$ cat src/rtl/mc_arb_if.sv
// mc_arb_if: request/grant and command bundle for the memory-controller arbiter.
//   master : requester/sequencer side. Drives the requests, seq_rdy and seq_beat.
//            Receives the grants, the command and the status signals.
//   slave  : arbiter side (mc_arb).
//   Signals: crt_* display refresh, hst_arb_* host bridge, de_* drawing engine,
//            seq_* sequencer handshake, mc_cmd_* issued command, arb_busy/arb_err status.
interface mc_arb_if #(
  parameter int unsigned ADDR_W = 23
);
  logic              crt_req;
  logic [ADDR_W-1:0] crt_addr;
  logic [1:0]        crt_page;
  logic              crt_gnt;
  logic              hst_arb_req;
  logic [ADDR_W-1:0] hst_arb_addr;
  logic              hst_arb_read;
  logic [1:0]        hst_arb_page;
  logic              hst_gnt;
  logic              de_req;
  logic [ADDR_W-1:0] de_addr;
  logic              de_read;
  logic [1:0]        de_page;
  logic              de_gnt;
  logic              seq_rdy;
  logic              seq_beat;
  logic              mc_cmd_vld;
  logic [ADDR_W-1:0] mc_cmd_addr;
  logic              mc_cmd_read;
  logic [1:0]        mc_cmd_page;
  logic [1:0]        mc_cmd_src;
  logic              arb_busy;
  logic              arb_err;

  modport master (
    output crt_req, crt_addr, crt_page,
    output hst_arb_req, hst_arb_addr, hst_arb_read, hst_arb_page,
    output de_req, de_addr, de_read, de_page,
    output seq_rdy, seq_beat,
    input  crt_gnt, hst_gnt, de_gnt,
    input  mc_cmd_vld, mc_cmd_addr, mc_cmd_read, mc_cmd_page, mc_cmd_src,
    input  arb_busy, arb_err
  );

  modport slave (
    input  crt_req, crt_addr, crt_page,
    input  hst_arb_req, hst_arb_addr, hst_arb_read, hst_arb_page,
    input  de_req, de_addr, de_read, de_page,
    input  seq_rdy, seq_beat,
    output crt_gnt, hst_gnt, de_gnt,
    output mc_cmd_vld, mc_cmd_addr, mc_cmd_read, mc_cmd_page, mc_cmd_src,
    output arb_busy, arb_err
  );
endinterface

$ cat src/rtl/mc_arb.sv
// mc_arb: shares the memory sequencer between display refresh (crt), host bridge (hst) and
// drawing engine (de). crt has fixed top priority; hst/de alternate round-robin. The winner
// gets a one-cycle grant together with a one-cycle command pulse. Data beats are then counted
// until the burst completes.
//   mclock  : memory clock
//   reset_n : synchronous active-low reset
//   bus     : mc_arb_if.slave (requests, grants, sequencer handshake, command, status)
// Optional feature: define MC_ARB_WDOG_EN to build a BUSY-state idle watchdog. The watchdog
// aborts a burst after WDOG_MAX cycles without a beat and pulses arb_err. When the macro is
// undefined, arb_err is tied to 0.
module mc_arb #(
  parameter int unsigned ADDR_W   = 23,
  parameter int unsigned WDOG_MAX = 255
) (
  input logic     mclock,
  input logic     reset_n,
  mc_arb_if.slave bus
);

  typedef enum logic [1:0] {StIdle, StGrant, StBusy} state_e;

  state_e            state;
  logic              rr_ptr;     // 0: host preferred, 1: drawing engine preferred
  logic [2:0]        beat_cnt;
  logic              crt_gnt_q, hst_gnt_q, de_gnt_q, cmd_vld_q;
  logic [ADDR_W-1:0] cmd_addr_q;
  logic              cmd_read_q;
  logic [1:0]        cmd_page_q;
  logic [1:0]        cmd_src_q;
  logic              err_q;

  logic any_req, pick_crt, pick_hst, pick_de;

  always_comb begin
    any_req  = bus.crt_req | bus.hst_arb_req | bus.de_req;
    pick_crt = bus.crt_req;
    pick_hst = !bus.crt_req && bus.hst_arb_req && (!bus.de_req || !rr_ptr);
    pick_de  = !bus.crt_req && bus.de_req && (!bus.hst_arb_req || rr_ptr);
  end

`ifdef MC_ARB_WDOG_EN
  localparam logic [7:0] WdogLimit = 8'(WDOG_MAX);
  localparam logic [7:0] WdogPre   = 8'(WDOG_MAX - 1);
  logic [7:0] wdog_cnt;
`else
  logic unused_wdog;
  assign unused_wdog = ^WDOG_MAX;
`endif

  always_ff @(posedge mclock) begin
    if (!reset_n) begin
      state      <= StIdle;
      rr_ptr     <= 1'b0;
      beat_cnt   <= 3'd0;
      crt_gnt_q  <= 1'b0;
      hst_gnt_q  <= 1'b0;
      de_gnt_q   <= 1'b0;
      cmd_vld_q  <= 1'b0;
      cmd_addr_q <= '0;
      cmd_read_q <= 1'b0;
      cmd_page_q <= 2'd0;
      cmd_src_q  <= 2'd0;
      err_q      <= 1'b0;
`ifdef MC_ARB_WDOG_EN
      wdog_cnt   <= 8'd0;
`endif
    end else begin
      // Grants, command valid and error are single-cycle pulses.
      crt_gnt_q <= 1'b0;
      hst_gnt_q <= 1'b0;
      de_gnt_q  <= 1'b0;
      cmd_vld_q <= 1'b0;
      err_q     <= 1'b0;
      unique case (state)
        StIdle: begin
          if (bus.seq_rdy && any_req) begin
            state     <= StGrant;
            cmd_vld_q <= 1'b1;
            if (pick_crt) begin
              crt_gnt_q  <= 1'b1;
              cmd_addr_q <= bus.crt_addr;
              cmd_read_q <= 1'b1;
              cmd_page_q <= bus.crt_page;
              cmd_src_q  <= 2'd0;
            end else if (pick_hst) begin
              hst_gnt_q  <= 1'b1;
              cmd_addr_q <= bus.hst_arb_addr;
              cmd_read_q <= bus.hst_arb_read;
              cmd_page_q <= bus.hst_arb_page;
              cmd_src_q  <= 2'd1;
              rr_ptr     <= 1'b1;
            end else if (pick_de) begin
              de_gnt_q   <= 1'b1;
              cmd_addr_q <= bus.de_addr;
              cmd_read_q <= bus.de_read;
              cmd_page_q <= bus.de_page;
              cmd_src_q  <= 2'd2;
              rr_ptr     <= 1'b0;
            end
          end
        end
        StGrant: begin
          state    <= StBusy;
          beat_cnt <= {1'b0, cmd_page_q} + 3'd1;
`ifdef MC_ARB_WDOG_EN
          wdog_cnt <= 8'd0;
`endif
        end
        StBusy: begin
`ifdef MC_ARB_WDOG_EN
          if (wdog_cnt == WdogLimit) begin
            state <= StIdle;
          end else if (bus.seq_beat) begin
            wdog_cnt <= 8'd0;
            beat_cnt <= beat_cnt - 3'd1;
            if (beat_cnt == 3'd1) state <= StIdle;
          end else begin
            wdog_cnt <= wdog_cnt + 8'd1;
            err_q    <= (wdog_cnt == WdogPre);
          end
`else
          if (bus.seq_beat) begin
            beat_cnt <= beat_cnt - 3'd1;
            if (beat_cnt == 3'd1) state <= StIdle;
          end
`endif
        end
        default: state <= StIdle;
      endcase
    end
  end

  assign bus.crt_gnt     = crt_gnt_q;
  assign bus.hst_gnt     = hst_gnt_q;
  assign bus.de_gnt      = de_gnt_q;
  assign bus.mc_cmd_vld  = cmd_vld_q;
  assign bus.mc_cmd_addr = cmd_addr_q;
  assign bus.mc_cmd_read = cmd_read_q;
  assign bus.mc_cmd_page = cmd_page_q;
  assign bus.mc_cmd_src  = cmd_src_q;
  assign bus.arb_busy    = (state != StIdle);
  assign bus.arb_err     = err_q;

endmodule

$ cat src/flat_wrapper.sv
// flat-port wrapper written by rule: the top's interface ports become plain ports
module mc_arb_flat 
#(
  parameter int unsigned ADDR_W   = 23,
  parameter int unsigned WDOG_MAX = 255
)
  (mclock, reset_n, bus_crt_req, bus_crt_addr, bus_crt_page, bus_hst_arb_req, bus_hst_arb_addr, bus_hst_arb_read, bus_hst_arb_page, bus_de_req, bus_de_addr, bus_de_read, bus_de_page, bus_seq_rdy, bus_seq_beat, bus_crt_gnt, bus_hst_gnt, bus_de_gnt, bus_mc_cmd_vld, bus_mc_cmd_addr, bus_mc_cmd_read, bus_mc_cmd_page, bus_mc_cmd_src, bus_arb_busy, bus_arb_err);
  mc_arb_if #(.ADDR_W(ADDR_W)) bus_i ();
  input logic mclock;
  input logic reset_n;
  input wire logic [$bits(bus_i.crt_req)-1:0] bus_crt_req;
  input wire logic [$bits(bus_i.crt_addr)-1:0] bus_crt_addr;
  input wire logic [$bits(bus_i.crt_page)-1:0] bus_crt_page;
  input wire logic [$bits(bus_i.hst_arb_req)-1:0] bus_hst_arb_req;
  input wire logic [$bits(bus_i.hst_arb_addr)-1:0] bus_hst_arb_addr;
  input wire logic [$bits(bus_i.hst_arb_read)-1:0] bus_hst_arb_read;
  input wire logic [$bits(bus_i.hst_arb_page)-1:0] bus_hst_arb_page;
  input wire logic [$bits(bus_i.de_req)-1:0] bus_de_req;
  input wire logic [$bits(bus_i.de_addr)-1:0] bus_de_addr;
  input wire logic [$bits(bus_i.de_read)-1:0] bus_de_read;
  input wire logic [$bits(bus_i.de_page)-1:0] bus_de_page;
  input wire logic [$bits(bus_i.seq_rdy)-1:0] bus_seq_rdy;
  input wire logic [$bits(bus_i.seq_beat)-1:0] bus_seq_beat;
  output wire logic [$bits(bus_i.crt_gnt)-1:0] bus_crt_gnt;
  output wire logic [$bits(bus_i.hst_gnt)-1:0] bus_hst_gnt;
  output wire logic [$bits(bus_i.de_gnt)-1:0] bus_de_gnt;
  output wire logic [$bits(bus_i.mc_cmd_vld)-1:0] bus_mc_cmd_vld;
  output wire logic [$bits(bus_i.mc_cmd_addr)-1:0] bus_mc_cmd_addr;
  output wire logic [$bits(bus_i.mc_cmd_read)-1:0] bus_mc_cmd_read;
  output wire logic [$bits(bus_i.mc_cmd_page)-1:0] bus_mc_cmd_page;
  output wire logic [$bits(bus_i.mc_cmd_src)-1:0] bus_mc_cmd_src;
  output wire logic [$bits(bus_i.arb_busy)-1:0] bus_arb_busy;
  output wire logic [$bits(bus_i.arb_err)-1:0] bus_arb_err;
  assign bus_i.crt_req = bus_crt_req;
  assign bus_i.crt_addr = bus_crt_addr;
  assign bus_i.crt_page = bus_crt_page;
  assign bus_i.hst_arb_req = bus_hst_arb_req;
  assign bus_i.hst_arb_addr = bus_hst_arb_addr;
  assign bus_i.hst_arb_read = bus_hst_arb_read;
  assign bus_i.hst_arb_page = bus_hst_arb_page;
  assign bus_i.de_req = bus_de_req;
  assign bus_i.de_addr = bus_de_addr;
  assign bus_i.de_read = bus_de_read;
  assign bus_i.de_page = bus_de_page;
  assign bus_i.seq_rdy = bus_seq_rdy;
  assign bus_i.seq_beat = bus_seq_beat;
  assign bus_crt_gnt = bus_i.crt_gnt;
  assign bus_hst_gnt = bus_i.hst_gnt;
  assign bus_de_gnt = bus_i.de_gnt;
  assign bus_mc_cmd_vld = bus_i.mc_cmd_vld;
  assign bus_mc_cmd_addr = bus_i.mc_cmd_addr;
  assign bus_mc_cmd_read = bus_i.mc_cmd_read;
  assign bus_mc_cmd_page = bus_i.mc_cmd_page;
  assign bus_mc_cmd_src = bus_i.mc_cmd_src;
  assign bus_arb_busy = bus_i.arb_busy;
  assign bus_arb_err = bus_i.arb_err;
  mc_arb #(.ADDR_W(ADDR_W), .WDOG_MAX(WDOG_MAX)) u_core (.mclock(mclock), .reset_n(reset_n), .bus(bus_i));
endmodule
$ cat config.mk
export PLATFORM = sky130hd
export DESIGN_NAME = mc_arb_flat
export DESIGN_NICKNAME = d
export VERILOG_FILES = /design/src/rtl/mc_arb_if.sv /design/src/rtl/mc_arb.sv /design/src/flat_wrapper.sv
export SDC_FILE = /design/constraint.sdc
export NUM_CORES = 1
export LEC_CHECK = 0
export ABC_CLOCK_PERIOD_IN_PS = 2300
export CAP_MARGIN = 20
export CORE_MARGIN = 8
export CORE_UTILIZATION = 36
export DETAILED_ROUTE_END_ITERATION = 16
export HOLD_SLACK_MARGIN = 0.1
export PLACE_DENSITY = 0.8
export SLEW_MARGIN = 10
export SYNTH_ARGS = -nofsm -noshare
export SYNTH_HDL_FRONTEND = slang
export SYNTH_SLANG_ARGS = --single-unit
export TNS_END_PERCENT = 100
$ cat constraint.sdc
create_clock -name mclock -period 2.3 [get_ports mclock]
set_input_delay 0.69 -clock mclock [delete_from_list [all_inputs] [get_ports mclock]]
set_output_delay 0.69 -clock mclock [all_outputs]
set_load 0.005 [all_outputs]
## After elaboration in Yosys (flattened, before gate mapping)

Cells that the tools add are included.

| operators by class | value |
|---|---|
| $add $sub $neg | 2 |
| $lt $le $gt $ge | 0 |
| $mul | 0 |
| bitwise logic cells | 6 |
| muxes and demuxes | 24 |
| divide/modulo/power cells | 0 |
| equal/unequal tests | 6 |
| reduce and logical (&&, ||, !) cells | 24 |
| shift-type cells | 0 |

Operator list:

| kind | count |
|---|---|
| 23-bit 2-to-1 mux | 3 |
| 2-bit 2-to-1 mux | 9 |
| 1-bit 2-to-1 mux | 9 |
| 3-bit AND reduction | 3 |
| 2-bit one-hot mux with 3 select lines | 1 |
| 3-bit one-hot mux with 2 select lines | 1 |
| 2-bit nonzero test | 3 |
| 1-bit logical AND | 5 |
| 5-bit OR reduction | 1 |
| 1-bit logical NOT | 4 |
| 2-bit by 1-bit inequality test with 1-bit output (second input constant) | 2 |
| 1-bit inverter | 4 |
| 2-bit AND reduction | 2 |
| 4-bit AND reduction | 1 |
| 4-bit OR reduction | 1 |
| 2-bit by 1-bit adder with 3-bit output (second input constant) | 1 |
| 3-bit by 1-bit == test with 1-bit output (second input constant) | 1 |
| 3-bit 2-to-1 mux | 1 |
| 3-bit nonzero test | 1 |
| 3-bit by 1-bit subtractor with 3-bit output (second input constant) | 1 |
| 2-bit by 1-bit == test with 1-bit output (second input constant) | 1 |
| 2-bit == test (second input constant) | 1 |
| 2-bit logical NOT | 1 |
| 1-bit logical OR | 2 |
| other kinds (2) | 3 |

| storage, ports and cells | value |
|---|---|
| RAM bits | 0 |
| bits in latches | 0 |
| bits in read-only memories | 0 |
| word-level logic and storage cells | 73 |
| memories | 0 |
| input port bits | 84 |
| bits in registers | 38 |

## Logic depth before layout (Yosys ltp)

Gate-level depths: netlist of the first run.

| logic depth | value |
|---|---|
| depth after elaboration | 6 |
| depth in mapped cells | 9 |
| mapped depth without buffers | 6 |

## Least setup slack after synthesis of the first run

Ideal clock, no wire load.

| path | value |
|---|---|
| path kind | input to register |
| start | input bus_crt_req |
| end | register u_core.cmd_addr_q[13], in the netlist u_core.bus.mc_cmd_addr[13] |
| stages on the path | 7 |
| path slack | 0.141 ns |
| setup time | 0.122 ns |
| data arrival time | 2.037 ns |
| data required time | 2.178 ns |
| buffers on the path | 3 |
| cell sequence | or3_1 buf_2 and2_1 buf_6 buf_6 a41o_1 a221o_1 |

| on the way | value |
|---|---|
| word-level cells in the longest chain between the ends | 5 |
| elaborated cells on any way between the ends | 12 |

RTL lines:

| item | line | source |
|---|---|---|
| start, declared | flat_wrapper.sv:11 | `input wire logic [$bits(bus_i.crt_req)-1:0] bus_crt_req;` |
| 1-bit logical NOT | mc_arb.sv:37, mc_arb.sv:38 |  |
| 1-bit logical AND, on equally long branches (2 in a row) | mc_arb.sv:38, mc_arb.sv:37 |  |
| 3-bit nonzero test (no line) or 23-bit 2-to-1 mux (tied branches) | n/a |  |
| 3-bit AND reduction (no line) or 23-bit 2-to-1 mux (tied branches) | n/a |  |
| end signal, assigned | mc_arb.sv:81 | `cmd_addr_q <= bus.crt_addr;` |
| end signal, assigned | mc_arb.sv:87 | `cmd_addr_q <= bus.hst_arb_addr;` |
| end signal, assigned | mc_arb.sv:94 | `cmd_addr_q <= bus.de_addr;` |
| end, declared | mc_arb.sv:26 | `logic [ADDR_W-1:0] cmd_addr_q;` |

Several ways; a longest one is shown, not always the timed one.
A chain may end at the register's enable or synchronous reset.

## Worst setup path after layout of the first run

| path | value |
|---|---|
| start | input bus_crt_req |
| end | register u_core.cmd_addr_q[11], in the netlist u_core.bus.mc_cmd_addr[11] |

The elaborated chain is that of the path after synthesis.

==> metrics.txt, run 1 <==
Post-synth top cells=38 x dfxtp_1, 29 x nand2_1, 26 x a21oi_1; register area=761 um2; # port buffers=116; Worst EP required=2470 ps; Worst Reg-to-Reg Cells=6; initial antenna violation count=0; Int Power=1.26 mW; post-CTS sizing=0; count leader, synth=dfxtp_1; EDFF count, synth=0; critical path endpoint category=register; Netlist Area Pre-Place=1820 um2; Worst path max stage delay=450 ps; Multi-input gate area=936 um2; Final Cycle Share=94.0%; Synth cell types=36; post-synthesis sequential area ratio=41.7%; Max Transition Viols Final=0; CP Launch Type=primary input; clock share of power=27.8%; Worst-Skew Late Latency=280 ps; Worst EP arrival=2330 ps; endpoints failing setup=0; worst reg2reg setup slack=600 ps; via count=2176; Root Buffer=clkbuf_8; met2 usage in global routing=33.2%; antenna viol nets, final=0; share of cells above drive strength 1=9.94%; static leakage=1.28 nW; Antenna Cells=0; DRT Pass-1 Iters=4; Avg Inst Size Synth=8.36 um2; async set-reset flop share out of synthesis=0%; global route overflow=0; Clock Path Buffers=2; placed insts=404; global-route wire length before repair=11100 um; Vias per Instance=5.28; Starting DRT DRC Count=87; total CTS buffers=5; post-CTS setup buffers=0; outcome=finished, final reports clean; All-Layer GR Usage=18.5%; die area=7600 um2; Fillers=430; die width=87.2 um; worst path cell trace=clkdlybuf4s50_1 > or3_1 > and2_1 > a41o_1 > a221o_1; GP Congestion=0.779; PwrDens=532 nW/um2; Syn Inst Count=218; Initial Util=36.4%; Max Clock Skew=5.73 ps; CTS tree=built; met3 usage=5.57%; Hold Path Class=register to register; remaining routing DRC violations=0; Seq pwr share=43.5%; Synth Flop Type=dfxtp_1; cell accounting for the most synthesized area=dfxtp_1; grt met1 use=19.6%; sw frac=26.7%; average wire per standard cell=16.8 um; Tmin final=2160 ps; CTS Hold Bufs=0; Die Ht=87.2 um; critical setup path kind=primary input to register; Slowest-stage cell, CP=clkdlybuf4s50_1; Area Growth Syn to Fin=77.6%; Synth Register Bits=38; Max Fclk=462 MHz; WHS Path Cells=2; clock sinks=38; top cell type's share of synthesized area=41.7%; DP HPWL=5440 um; Net Count, Synth=305; combinational share of power=28.7%; pin count of the biggest net entering global routing=23; H-tree levels=2; final WL=6910 um; row cnt=26; max cap viols=0; Crit Path Max Fanout=9; busiest grt layer=met2; Switch Pwr=460 uW; vias in the first global route=2312; RSZ-0062 raised after global routing=false; Worst VDD drop=0.381 mV; synth warn=0; fin worst setup slack=137 ps; Nets=428; Final Hold Fails=0; Non-Filler Instances=412; largest cells by area after synthesis=dfxtp_1 42%, a221oi_1 7.2%, a21oi_1 7.1%; Place WS=-163 ps; num ports=118; Worst-path clk slew=80 ps; core area=5010 um2
[worst max-delay path: cells and delay by family]
kind | cells | cell delay [ps]
AO/OA/AOI/OAI | 2 | 520
buffers and inverters | 1 | 450
AND/OR/NAND/NOR | 2 | 670
[layout make-up]
class,instances,share of cell area [%]
clock buffers,6,2.55
clock inverters,2,0.387
inverters,7,0.812
multi-input cells,152,28.9
flip-flops and latches,38,23.5
well taps,70,2.71
repair buffers,137,41.1
[sequential cells by signal, summed over array words and instances, names as in the netlist]
signal	cells
u_core.beat_cnt	3
u_core.bus.de_gnt	1
u_core.bus.mc_cmd_src	2
u_core.state	2
u_core.rr_ptr	1
u_core.bus.mc_cmd_addr	23
u_core.bus.mc_cmd_page	2
u_core.bus.mc_cmd_vld	1
u_core.bus.crt_gnt	1
u_core.bus.mc_cmd_read	1
u_core.bus.hst_gnt	1
[layer usage]
layer / part of all wire (%) / up-vias
met5: 0 / -
met4: 1.9 / 0
met3: 8.2 / 10
met2: 51 / 91
met1: 39 / 1019
li1: - / 1056
[logic make-up (layout without fill, tap and decap cells)]
| logic type | Yosys count | count (layout) | synth area share [%] |
|---|---|---|---|
| other | 1 | 1 | 0.206 |
| AND/OR/NAND/NOR | 57 | 57 | 14.1 |
| buffers and inverters | 28 | 152 | 6.93 |
| multiplexers | 3 | 3 | 1.78 |
| XOR/XNOR | 2 | 2 | 0.961 |
| flip-flops | 38 | 38 | 41.7 |
| AO/OA/AOI/OAI | 86 | 86 | 32.3 |
| adder cells (fa/ha/maj) | 3 | 3 | 2.06 |
[power groups by stage]
stage               clock network (mW)  registers (mW)  logic [mW]
floorplan                            0           0.763       0.175
global placement                     0           0.762       0.485
detailed placement                   0           0.764       0.494
CTS                              0.489           0.749       0.498
global route                     0.521           0.756       0.537
finish                           0.479           0.749       0.494
[cells in the final DEF, fill, tap and decap left out, types with 2 or more instances in the layout]
cell	synthesis	layout
dfxtp_1	38	38
o41ai_1	3	3
mux2_2	2	2
a21oi_1	26	26
nand3_1	8	8
and3_1	2	2
a221oi_1	15	15
nor2_1	8	8
and2_1	2	2
inv_1	7	7
ha_1	3	3
xnor2_1	2	2
clkdlybuf4s50_1	0	116
nor3_1	3	3
a41o_1	6	6
clkbuf_8	0	6
a311oi_1	2	2
a221o_1	6	6
buf_4	1	20
nand2_1	29	29
o21ai_0	22	22
[through the flow]
step | total power [mW] | hold slack, ps | instance area (um2) | setup TNS (ps) | utilization, %
final | 1.72 | 461 | 3240 | 0 | 64.6
after global routing | 1.81 | 494 | 3240 | 0 | 64.6
after CTS | 1.74 | 462 | 3240 | 0 | 64.6
after detailed placement | 1.26 | 450 | 3140 | -1990 | 62.7
after global placement | 1.25 | 444 | 3140 | -1140 | 62.7
after floorplan | 0.937 | 453 | 1820 | 0 | -
[path summary, 6_finish.rpt]
check,startpoint,to
setup / recovery,bus_crt_req,u_core.bus.mc_cmd_addr[11]
hold / removal,u_core.bus.mc_cmd_src[0],u_core.bus.mc_cmd_src[0]
setup reg to reg,u_core.state[1],u_core.bus.mc_cmd_read
hold reg to reg,u_core.bus.mc_cmd_src[0],u_core.bus.mc_cmd_src[0]
Power figures use the tool's default switching activity.
==> run 2, diff against run 1 <==
- ABC_AREA: unset -> 1
- CORE_UTILIZATION: 36 -> 40
==> metrics.txt, run 2 <==
Crit Path Max Fanout=4 (-5); combinational share of power=30.4% (+1.7 points); # port buffers=116 (unchanged); via count=2613 (+20%); max FFs per register=23 (unchanged); post-CTS sizing=0 (unchanged); Worst-Skew Late Latency=290 ps (about the same); synth warn=0 (unchanged); Worst EP required=1610 ps (-860 ps); count leader, synth=nand2_1; DP HPWL=5820 um (+7.0%); largest cells by area after synthesis=dfxtp_1 32%, nand2_1 22%, inv_1 8.3%; Worst VDD drop=0.255 mV (-33%); worst hold endpoint=u_core.bus.mc_cmd_src[1]; Root Buffer=clkbuf_8; Reg-to-Reg End=u_core.bus.mc_cmd_addr[20]; num ports=118 (unchanged); Vias per Instance=4.63 (-12%); Max Fclk=482 MHz (+4.3%); RSZ-0062 raised after global routing=false; Die Ht=92.7 um (+6.3%); Int Power=1.35 mW (+7.1%); sw frac=28.9% (+2.2 points); pin count of the biggest net entering global routing=33 (+43%); Starting DRT DRC Count=128 (+47%); die width=92.7 um (+6.3%); endpoints failing setup=0 (unchanged); post-synthesis sequential area ratio=32.4% (-9.4 points); final instance area=3660 um2 (+13%); top cell type's share of synthesized area=32.4% (-9.4 points); Area Growth Syn to Fin=55.5%; async set-reset flop share out of synthesis=0% (unchanged); Net Count, Synth=461 (+51%); die area=8590 um2 (+13%); Max Transition Viols Final=0 (unchanged); CP Launch Type=register; Hold Startpoint=u_core.bus.mc_cmd_src[1]; CTS Hold Bufs=0 (unchanged); PwrDens=520 nW/um2 (-2.2%); Max Clock Skew=5.32 ps (-0.413 ps); Synth Flop Type=dfxtp_1; post-CTS setup buffers=0 (unchanged); Synth cell types=28 (-22%); CTS tree=built; Syn Inst Count=374 (+72%); All-Layer GR Usage=17.0% (-1.4 points); Netlist Area Pre-Place=2350 um2 (+29%); Worst EP arrival=1380 ps (-950 ps); Final Hold Fails=0 (unchanged); static leakage=1.74 nW (+37%); remaining routing DRC violations=0 (unchanged); initial antenna violation count=0 (unchanged); Switch Pwr=550 uW (+20%); antenna viol nets, final=0 (unchanged); Worst-path clk slew=80 ps (about the same); core area=5820 um2 (+16%); Hold Path Class=register to register; Clock Path Buffers=2 (unchanged); worst r2r src=u_core.state[0]; critical setup path kind=register to primary output; average wire per standard cell=13.2 um (-21%); clock share of power=30.4% (+2.6 points); Worst Reg-to-Reg Cells=6 (unchanged); Initial Util=40.4% (+4.0 points); EDFF count, synth=0 (unchanged); H-tree levels=2 (unchanged); final WL=7430 um (+7.6%); DRT Pass-1 Iters=6 (+2); final core utilization=62.9% (-1.7 points); GP Congestion=0.790 (+1.4%); share of cells above drive strength 1=10.4% (+0.49 points); Post-synth top cells=139 x nand2_1, 52 x inv_1, 40 x nor2_1; worst reg2reg setup slack=900 ps (+300 ps); Nets=575 (+34%); Seq pwr share=39.3% (-4.2 points); row cnt=28 (+7.7%); PnR Total Power=1.90 mW (+10%); Antenna Cells=0 (unchanged); setup TNS after final layout=0 ps (unchanged); global-route wire length before repair=11900 um (+7.1%); cell accounting for the most synthesized area=dfxtp_1; total CTS buffers=5 (unchanged); placed inst area=3540 um2 (+13%); Final Cycle Share=90.1% (-3.9 points); max cap viols=0 (unchanged); outcome=finished, final reports clean; WHS Path Cells=2 (unchanged); Synth Register Bits=38 (unchanged); commonest non-fill, non-tap cells in the layout=139 x nand2_1, 116 x clkdlybuf4s50_1, 52 x inv_1; Tmin final=2070 ps (-89.6 ps); clock sinks=38 (unchanged); global route overflow=0 (unchanged); critical path endpoint category=primary output; Avg Inst Size Synth=6.29 um2 (-25%); vias in the first global route=2590 (+12%); commonest non-fill, non-tap cell in the layout=nand2_1
run 2: power groups by stage:
stage | Clock, mW | Sequential [mW] | Combinational (mW)
3_5_place_dp | 0 | 0.762 | 0.581
6_report | 0.578 | 0.747 | 0.578
4_1_cts | 0.585 | 0.747 | 0.585
3_3_place_gp | 0 | 0.760 | 0.570
5_1_grt | 0.614 | 0.754 | 0.644
2_1_floorplan | 0 | 0.763 | 0.285
run 2: worst max path at each step:
stage,startpoint,end,slack [ps],cells after the start
6_report,u_core.state[0],bus_arb_busy,230,3
2_1_floorplan,bus_crt_req,u_core.bus.mc_cmd_addr[11],770,10
3_3_place_gp,bus_seq_rdy,u_core.bus.mc_cmd_addr[20],130,6
5_1_grt,u_core.state[0],bus_arb_busy,160,3
4_1_cts,u_core.state[0],bus_arb_busy,210,3
3_5_place_dp,bus_crt_req,u_core.bus.mc_cmd_addr[7],70,7
run 2: kinds of logic (layout without fill, tap and decap cells):
| logic type | after synthesis | count (layout) | share of synthesized area (%) |
|---|---|---|---|
| simple gates | 223 | 223 | 40.7 |
| flops | 38 | 38 | 32.4 |
| xor+xnor | 1 | 1 | 0.373 |
| buf+inv | 77 | 192 | 15.4 |
| compound gates | 31 | 31 | 9.47 |
| other cells | 1 | 1 | 0.160 |
| fa+ha+maj | 3 | 3 | 1.60 |
run 2: routing by layer:
layer | GRT usage (%) | wire (um) | vias up
li1 | - | - | 1355
met1 | 18.4 | 2910 | 1152
met2 | 30.0 | 3690 | 90
met3 | 5.74 | 623 | 16
met4 | 6.85 | 204 | 0
met5 | 0 | 0 | -
run 2: through the flow:
step	hold slack [ps]	worst slack, ps	std cells
after floorplan	453	769	374
after global placement	459	129	556
after detailed placement	472	66.8	556
after CTS	486	214	564
after global routing	538	159	564
final	480	227	564
run 2: layout make-up:
class                   instances  area, um2
inverters                      58        223
clock buffers                   5       68.8
clock inverters                 3       45.0
flip-flops and latches         38        761
repair buffers                126       1240
multi-input cells             259       1230
well taps                      75       93.8
fillers                       575       2160
run 2: critical path, stage by stage (launching register included):
cell	delay (ps)
dfxtp_1	370
inv_2	50
nand2_2	140
clkdlybuf4s50_1	530
